$ cat src/rtl/mem_rd_arb_pkg.sv
// mem_rd_arb_pkg: shared types for the cache-side read arbiter.
//   rd_type_t    3-bit read request type (byte/half/word/line)
//   arb_state_t  arbiter FSM state
package mem_rd_arb_pkg;

    typedef logic [2:0] rd_type_t;

    localparam rd_type_t RD_TYPE_BYTE = 3'b000;
    localparam rd_type_t RD_TYPE_HALF = 3'b001;
    localparam rd_type_t RD_TYPE_WORD = 3'b010;
    localparam rd_type_t RD_TYPE_LINE = 3'b100;

    typedef enum logic [1:0] {
        ARB_IDLE,
        ARB_ISSUE,
        ARB_WAIT
    } arb_state_t;

endpackage

$ cat src/rtl/rd_arb_pick.sv
// rd_arb_pick: combinational winner select for mem_rd_arbiter.
// Build option: RD_ARB_RR_EN defined -> round-robin search starting at rr_ptr;
//               undefined -> fixed priority, lowest index wins.
// Ports:
//   req     in   NREQ   request vector
//   rr_ptr  in   IDX_W  round-robin search start (ignored in fixed mode)
//   grant   out  NREQ   one-hot grant, zero when no request
//   idx     out  IDX_W  index of the granted requester (0 when none)
module rd_arb_pick
    import mem_rd_arb_pkg::*;
#(
    parameter int unsigned NREQ  = 3,
    parameter int unsigned IDX_W = (NREQ > 1) ? $clog2(NREQ) : 1
) (
    input  logic [NREQ-1:0]  req,
    input  logic [IDX_W-1:0] rr_ptr,
    output logic [NREQ-1:0]  grant,
    output logic [IDX_W-1:0] idx
);

    logic [IDX_W-1:0] start;
    logic             found;

`ifdef RD_ARB_RR_EN
    assign start = rr_ptr;
`else
    // Fixed priority is a search that always starts at requester 0.
    logic unused_rr_ptr;
    assign unused_rr_ptr = ^rr_ptr;
    assign start = '0;
`endif

    always_comb begin
        grant = '0;
        idx   = '0;
        found = 1'b0;
        for (int unsigned i = 0; i < NREQ; i++) begin
            int unsigned cand;
            cand = (int'(start) + i) % NREQ;
            if (!found && req[cand]) begin
                found       = 1'b1;
                grant[cand] = 1'b1;
                idx         = IDX_W'(cand);
            end
        end
    end

endmodule

$ cat src/rtl/mem_rd_arbiter.sv
// mem_rd_arbiter: serialises dcache/icache/MMIO read requests onto the single
// read port of the AXI bridge, one read outstanding at a time, and routes the
// returned beats back to the owning requester.
// Build option: RD_ARB_RR_EN selects round-robin arbitration (default fixed).
// Ports:
//   clk, resetn                      clock, async active-low reset
//   req_valid/req_type/req_addr      per-requester read requests (packed)
//   req_rdy                          request accepted this cycle (IDLE only)
//   ret_valid/ret_last/ret_data      returned beats, routed to owner lane
//   br_rd_req/br_rd_type/br_rd_addr  request to bridge, br_rd_rdy accepts it
//   br_ret_valid/last/data           return beats from bridge
//   busy, owner, beat_err            status; beat_err is sticky
module mem_rd_arbiter
    import mem_rd_arb_pkg::*;
#(
    parameter int unsigned NREQ          = 3,
    parameter int unsigned LINE_WORD_NUM = 4,
    parameter int unsigned ADDR_W        = 32,
    parameter int unsigned IDX_W         = (NREQ > 1) ? $clog2(NREQ) : 1
) (
    input  logic                   clk,
    input  logic                   resetn,
    input  logic [NREQ-1:0]        req_valid,
    input  logic [NREQ*3-1:0]      req_type,
    input  logic [NREQ*ADDR_W-1:0] req_addr,
    output logic [NREQ-1:0]        req_rdy,
    output logic [NREQ-1:0]        ret_valid,
    output logic [NREQ-1:0]        ret_last,
    output logic [31:0]            ret_data,
    output logic                   br_rd_req,
    output logic [2:0]             br_rd_type,
    output logic [ADDR_W-1:0]      br_rd_addr,
    input  logic                   br_rd_rdy,
    input  logic                   br_ret_valid,
    input  logic                   br_ret_last,
    input  logic [31:0]            br_ret_data,
    output logic                   busy,
    output logic [IDX_W-1:0]       owner,
    output logic                   beat_err
);

    localparam int unsigned CNT_W = $clog2(LINE_WORD_NUM) + 1;

    arb_state_t        state_q, state_d;
    rd_type_t          type_q, type_d;
    logic [ADDR_W-1:0] addr_q, addr_d;
    logic [IDX_W-1:0]  owner_q, owner_d;
    logic [CNT_W-1:0]  cnt_q, cnt_d;
    logic              err_q, err_d;

    logic [NREQ-1:0]   grant;
    logic [IDX_W-1:0]  win_idx;
    logic [IDX_W-1:0]  rr_ptr;
    logic [CNT_W-1:0]  exp_last;
    int unsigned       sel;

    rd_arb_pick #(
        .NREQ  (NREQ),
        .IDX_W (IDX_W)
    ) u_pick (
        .req    (req_valid),
        .rr_ptr (rr_ptr),
        .grant  (grant),
        .idx    (win_idx)
    );

`ifdef RD_ARB_RR_EN
    logic [IDX_W-1:0] rr_ptr_q;

    always_ff @(posedge clk or negedge resetn) begin
        if (!resetn) begin
            rr_ptr_q <= '0;
        end else if (state_q == ARB_IDLE && |req_valid) begin
            rr_ptr_q <= (win_idx == IDX_W'(NREQ - 1)) ? '0 : win_idx + 1'b1;
        end
    end

    assign rr_ptr = rr_ptr_q;
`else
    assign rr_ptr = '0;
`endif

    // Index of the last beat for the latched request type.
    assign exp_last = (type_q == RD_TYPE_LINE) ? CNT_W'(LINE_WORD_NUM - 1) : '0;
    assign sel      = int'(win_idx);

    always_comb begin
        state_d   = state_q;
        type_d    = type_q;
        addr_d    = addr_q;
        owner_d   = owner_q;
        cnt_d     = cnt_q;
        err_d     = err_q;
        req_rdy   = '0;
        br_rd_req = 1'b0;
        ret_valid = '0;
        ret_last  = '0;
        unique case (state_q)
            ARB_IDLE: begin
                if (|req_valid) begin
                    req_rdy = grant;
                    type_d  = req_type[sel*3 +: 3];
                    addr_d  = req_addr[sel*ADDR_W +: ADDR_W];
                    owner_d = win_idx;
                    state_d = ARB_ISSUE;
                end
                // Stray beat: nobody owns it.
                if (br_ret_valid) err_d = 1'b1;
            end
            ARB_ISSUE: begin
                br_rd_req = 1'b1;
                if (br_rd_rdy) begin
                    state_d = ARB_WAIT;
                    cnt_d   = '0;
                end
                if (br_ret_valid) err_d = 1'b1;
            end
            ARB_WAIT: begin
                ret_valid[owner_q] = br_ret_valid;
                ret_last[owner_q]  = br_ret_last;
                if (br_ret_valid) begin
                    if (br_ret_last) begin
                        if (cnt_q != exp_last) err_d = 1'b1;
                        state_d = ARB_IDLE;
                    end else if (cnt_q >= exp_last) begin
                        // Expected last beat arrived without last; keep routing.
                        err_d = 1'b1;
                    end
                    if (cnt_q != '1) cnt_d = cnt_q + 1'b1;
                end
            end
            default: state_d = ARB_IDLE;
        endcase
    end

    always_ff @(posedge clk or negedge resetn) begin
        if (!resetn) begin
            state_q <= ARB_IDLE;
            type_q  <= '0;
            addr_q  <= '0;
            owner_q <= '0;
            cnt_q   <= '0;
            err_q   <= 1'b0;
        end else begin
            state_q <= state_d;
            type_q  <= type_d;
            addr_q  <= addr_d;
            owner_q <= owner_d;
            cnt_q   <= cnt_d;
            err_q   <= err_d;
        end
    end

    assign br_rd_type = type_q;
    assign br_rd_addr = addr_q;
    assign ret_data   = br_ret_data;
    assign busy       = (state_q != ARB_IDLE);
    assign owner      = owner_q;
    assign beat_err   = err_q;

endmodule

$ cat config.mk
export PLATFORM = sky130hd
export DESIGN_NAME = mem_rd_arbiter
export DESIGN_NICKNAME = d
export VERILOG_FILES = /design/src/rtl/mem_rd_arb_pkg.sv /design/src/rtl/rd_arb_pick.sv /design/src/rtl/mem_rd_arbiter.sv
export SDC_FILE = /design/constraint.sdc
export NUM_CORES = 1
export LEC_CHECK = 0
export ABC_AREA = 1
export CELL_PAD_IN_SITES_DETAIL_PLACEMENT = 2
export CELL_PAD_IN_SITES_GLOBAL_PLACEMENT = 2
export CORE_AREA = 2 2 143 145
export CTS_CLUSTER_SIZE = 10
export DETAILED_ROUTE_END_ITERATION = 8
export DIE_AREA = 0 0 145 147
export GPL_TIMING_DRIVEN = 0
export PLACE_DENSITY_LB_ADDON = 0.1
export SLEW_MARGIN = 20
export SYNTH_ARGS = -nofsm -noshare
export SYNTH_HDL_FRONTEND = slang
export SYNTH_SLANG_ARGS = --single-unit
$ cat constraint.sdc
create_clock -name clk -period 1.41 [get_ports clk]
set_input_delay 0.141 -clock clk [delete_from_list [all_inputs] [get_ports clk]]
set_output_delay 0.141 -clock clk [all_outputs]
set_load 0.05 [all_outputs]
* After elaboration in Yosys (flattened, before gate mapping)
Index checks and enable logic that the tools add are counted.
** Cells by class
- Multiply operators :: 1
- Shifts and indexed selects :: 2
- Muxes and demuxes :: 30
- Add/subtract/negate cells :: 1
- Magnitude comparators :: 3
- Bitwise logic cells :: 2
- Equality and inequality tests :: 13
- Reduce and logical (&&, ||, !) cells :: 15
** Operator list (count)
- 96-bit by 8-bit variable part select with 32-bit output :: 1
- 3-bit 2-to-1 mux :: 8
- 2-bit 2-to-1 mux :: 7
- 1-bit 2-to-1 mux :: 11
- 2-bit inequality test, second input constant :: 5
- 3-bit inequality test, second input constant :: 3
- 9-bit by 5-bit variable part select with 3-bit output :: 1
- 4-bit AND reduction :: 2
- 3-bit bitwise AND :: 2
- 2-bit one-hot mux with 3 select lines :: 1
- 3-bit one-hot mux with 2 select lines :: 1
- 2-bit nonzero test :: 3
- 5-bit AND reduction :: 1
- 2-bit by 2-bit multiplier with 4-bit output, second input constant :: 1
- 3-bit by 1-bit adder with 3-bit output, second input constant :: 1
- 3-bit == test, second input constant :: 1
- 3-bit by 2-bit >= comparator with 1-bit output :: 1
- 1-bit logical AND :: 3
- 2-bit by 3-bit less-than comparator with 1-bit output, second input constant :: 1
- 3-bit by 2-bit inequality test with 1-bit output :: 1
- 3-bit OR reduction :: 1
- 1-bit demux with 2-bit select :: 1
- 2-bit by 1-bit == test with 1-bit output, second input constant :: 1
- 2-bit == test, second input constant :: 1
- other kinds (7) :: 8
** Storage, ports and cells
- Flip-flop bits (word level) :: 43
- Input bits :: 145
- Output and inout bits :: 81

* Longest topological paths before layout
- Word-level depth :: 9
- Mapped depth :: 10
- Mapped depth without buffers :: 10

* Modules after synthesis
Synthesis repeated with hierarchy kept, for this count alone.
** Unflattened totals
- Cells, all modules :: 491
- Area total of the unflattened synthesis :: 3113.0 um^2
** Modules (own cells, without submodules)
- mem_rd_arbiter :: area an instance 3069.2 um^2, sequential area each 1076.0 um^2, cells each 483, times used 1
- rd_arb_pick :: area an instance 43.8 um^2, sequential area each 0.0 um^2, cells each 8, times used 1

* Worst setup path after synthesis
OpenSTA, ideal clock, no wires.
- Kind :: reg2reg
- Start :: register state_q[1]
- End :: register cnt_q[2]
- Clock period less this slack :: 1.697 ns
- Path slack :: -0.287 ns
- Data required time :: 1.345 ns
- Cell stages (with the launch flop) :: 6
- Buffers on the path :: 0
- Data arrival time :: 1.632 ns
- Cells stage by stage :: dfrtp_1 -> nor2_1 -> nand2_1 -> nand2_1 -> nand2_1 -> nand2_1
** Between the ends
- Longest elaborated chain between the ends :: 3
- Elaborated cells on any way between the ends :: 8
** RTL lines
- start: declaration :: RTL line mem_rd_arbiter.sv:44 : arb_state_t state_q, state_d;
- start signal: assignment :: RTL line mem_rd_arbiter.sv:145 : state_q <= state_d;
- 2-bit == test / 2-bit by 1-bit == test with 1-bit output (equally long branches) :: RTL line mem_rd_arbiter.sv:98 : unique case (state_q)
- 2-bit inequality test (no source line) / 2-bit nonzero test (equally long branches)
- 4-bit AND reduction (no source line)
- end signal: assignment :: RTL line mem_rd_arbiter.sv:149 : cnt_q <= cnt_d;
- end: declaration :: RTL line mem_rd_arbiter.sv:48 : logic [CNT_W-1:0] cnt_q, cnt_d;
Parallel ways exist; a longest one is shown, timed or not.
A chain may end at the register's enable or synchronous reset.

* Worst setup path in the final report
- Start :: register state_q[0]
- End :: output port ret_valid[1]
** Between the ends
- Longest elaborated chain between the ends :: 2
** RTL lines
- 2-bit == test :: RTL line mem_rd_arbiter.sv:98
- 3-bit 2-to-1 mux :: RTL line mem_rd_arbiter.sv:98
- end: declaration :: RTL line mem_rd_arbiter.sv:27 : output logic [NREQ-1:0] ret_valid,
No other way between the ends.

==> qor.csv <==
metric,value,unit
cp.arrival,1360,ps
crit_fanout,4,
cap_violations,0,
worst_slew_pin_slew,626,ps
antenna_found_initial,0,
wire_per_inst,15.2,um
yosys_warnings,0,
drt_iter0_drc,73,
hpwl,11000,um
crit_path_end_kind,primary output,
postRouteAntennaNets,0,
clock-root-buffer,clkbuf_16,
io_pins,226,
yosysSeqAreaShare,37.0,%
grt_max_degree,44,
htree_levels,2,
synth.area.top_cells,"dfrtp_1, nand2_1, nor2_1",
final_core_util,28.5,%
rows,52,
wirelength,14400,um
rsz0062_at_grt,true,
status,finished with violations,
multi_input_area,1540,um^2
viasPerCell,3.86,
die_h,147,um
skew,7.40,ps
layout_min_cycle_time,1500,ps
port-buffer-count,193,
syn_area,2910,um^2
setup_viol,9,
hold_class,in -> async,
busiest_layer,met2,
dpl_cell_area,5210,um^2
grt_first_pass_wirelength,22500,um
cts_tree,yes,
clkLatencyLatePin,300,ps
num_antenna_cells,0,
clock_sinks,43,
die_w,145,um
cellPowerDensity,1760,nW/um^2
reg2reg_depth,8,
fmax,667,MHz
synth_cells,458,
leakage,0.00276,uW
drv_slew,0,
relSlewSlack,58.3,%
use_met2,23.8,%
violations,negative setup slack,
rr_endpoint,beat_err,
drcViolationCount,0,
crit_path_start_kind,register,
gp_congestion,0.712,
cts_buffers,5,
finalCritPeriodShare,106,%
synth_top_cell_area_share,37.0,%
crit_type,reg -> out,
required,1270,ps
track_usage,13.5,%
dr.pass1.iters,3,
totalPowerFinal,9930,uW
hold_viol,0,
r2r-start,br_rd_type[1],
final_nets,825,
avgSynthCellArea,6.36,um^2
syn_to_final_growth,94.2,%
ir_worst_vdd,0.000453,V
fp.coreArea,19800,um^2
ys_seq_elements,43,
use_met1,16.1,%
layout-drive-gt1-share,18.6,%
yosysTopAreaCell,dfrtp_1,
die_area,21300,um^2
hold_slack,410,ps
fin_area,5650,um^2
r2r_slack,0,ps
initial_core_util,14.7,%
vias,3648,
seq_area,1080,um^2
fin_ws,-88.9,ps
clk_pin_slew,60,ps
synth_nets,607,
fill_cells,2358,
grt_pass1_vias,4061,
cts.path.max_buffers,2,
grt_overflow,0,
synth.distinct_cells,15,
dp_worst_setup_slack,-907,ps
gr-usage-met3,4.35,%
-- worst max-delay path by stage --
stage	startpoint	to	slack, ps	cells past startpoint
floorplan	state_q[0]	ret_valid[0]	-200	5
global placement	resetn	br_rd_type[0]	-1510	1
detailed placement	req_valid[1]	req_rdy[2]	-910	6
CTS	state_q[1]	req_rdy[2]	-220	4
global route	state_q[0]	ret_valid[1]	-160	6
finish	state_q[0]	ret_valid[1]	-90	6
-- placed cells by master (no fill, tap or decap), types with 8 or more instances in the layout --
master,instances
clkdlybuf4s50_1,142
dfrtp_1,38
dlygate4sd2_1,31
nor2_1,75
nand3_1,39
nor2_2,8
buf_2,10
inv_1,12
nor2_4,9
nand2_1,195
buf_4,54
buf_6,10
-- state kept, by name, indices dropped and copies added, names as in the netlist --
name        count
state_q         2
br_rd_addr     32
cnt_q           3
owner           2
br_rd_type      3
beat_err        1
-- area by class of cell --
class                      count  area share [%]
timing repair buffer         211            36.8
multi-input combinational    343            27.2
sequential                    43            19.1
buffer                        54            7.19
tap                          270            5.98
clock buffer                   7            2.35
inverter                      18            1.35
-- cell families (layout without fill, tap and decap cells) --
group / after synthesis / count (layout) / synth area share [%]
compound gates: 5 / 5 / 1.12
fa+ha+maj: 4 / 4 / 1.72
buf+inv: 72 / 290 / 15.3
flops: 43 / 43 / 37.0
simple gates: 334 / 334 / 44.9
-- power by group --
part           switching (uW)  internal (uW)
clock                     514            650
sequential                363           1810
combinational            4330           2250
total                    5210           4720
-- metal layers --
layer	share of wire [%]	vias up
met5	0	-
met1	43	1729
met2	50	119
met4	0.97	0
met3	6.2	7
li1	-	1793
-- synth_stat cells (all sizes together) --
cell	number
nand2	201
nor2	92
buf	54
dfrtp	43
nand3	41
inv	17
ha	4
o21ai	2
clkinv	1
o211ai	1
o21a	1
o31ai	1
-- worst max-delay path: stages, from the launching register on --
cell,delay (ps)
dfrtp_2,450
inv_4,100
nand2_4,60
nor2_4,130
inv_4,70
nor2_4,100
buf_8,150
-- stage by stage --
stage | TNS [ps] | cells
finish | -416 | 946
global route | -1200 | 946
CTS | -2760 | 931
detailed placement | -21400 | 921
global placement | -77840 | 921
floorplan | -977 | 458
-- repair_timing --
item / CTS / global route
gates resized for setup: 130 / 52
pin swaps: 3 / 6
endpoints found under the hold margin: 43 / 0
hold buffers: 1 / 0
setup buffers: 2 / 15
endpoints found under the setup margin: 88 / 57
Power figures use the tool's default switching activity.
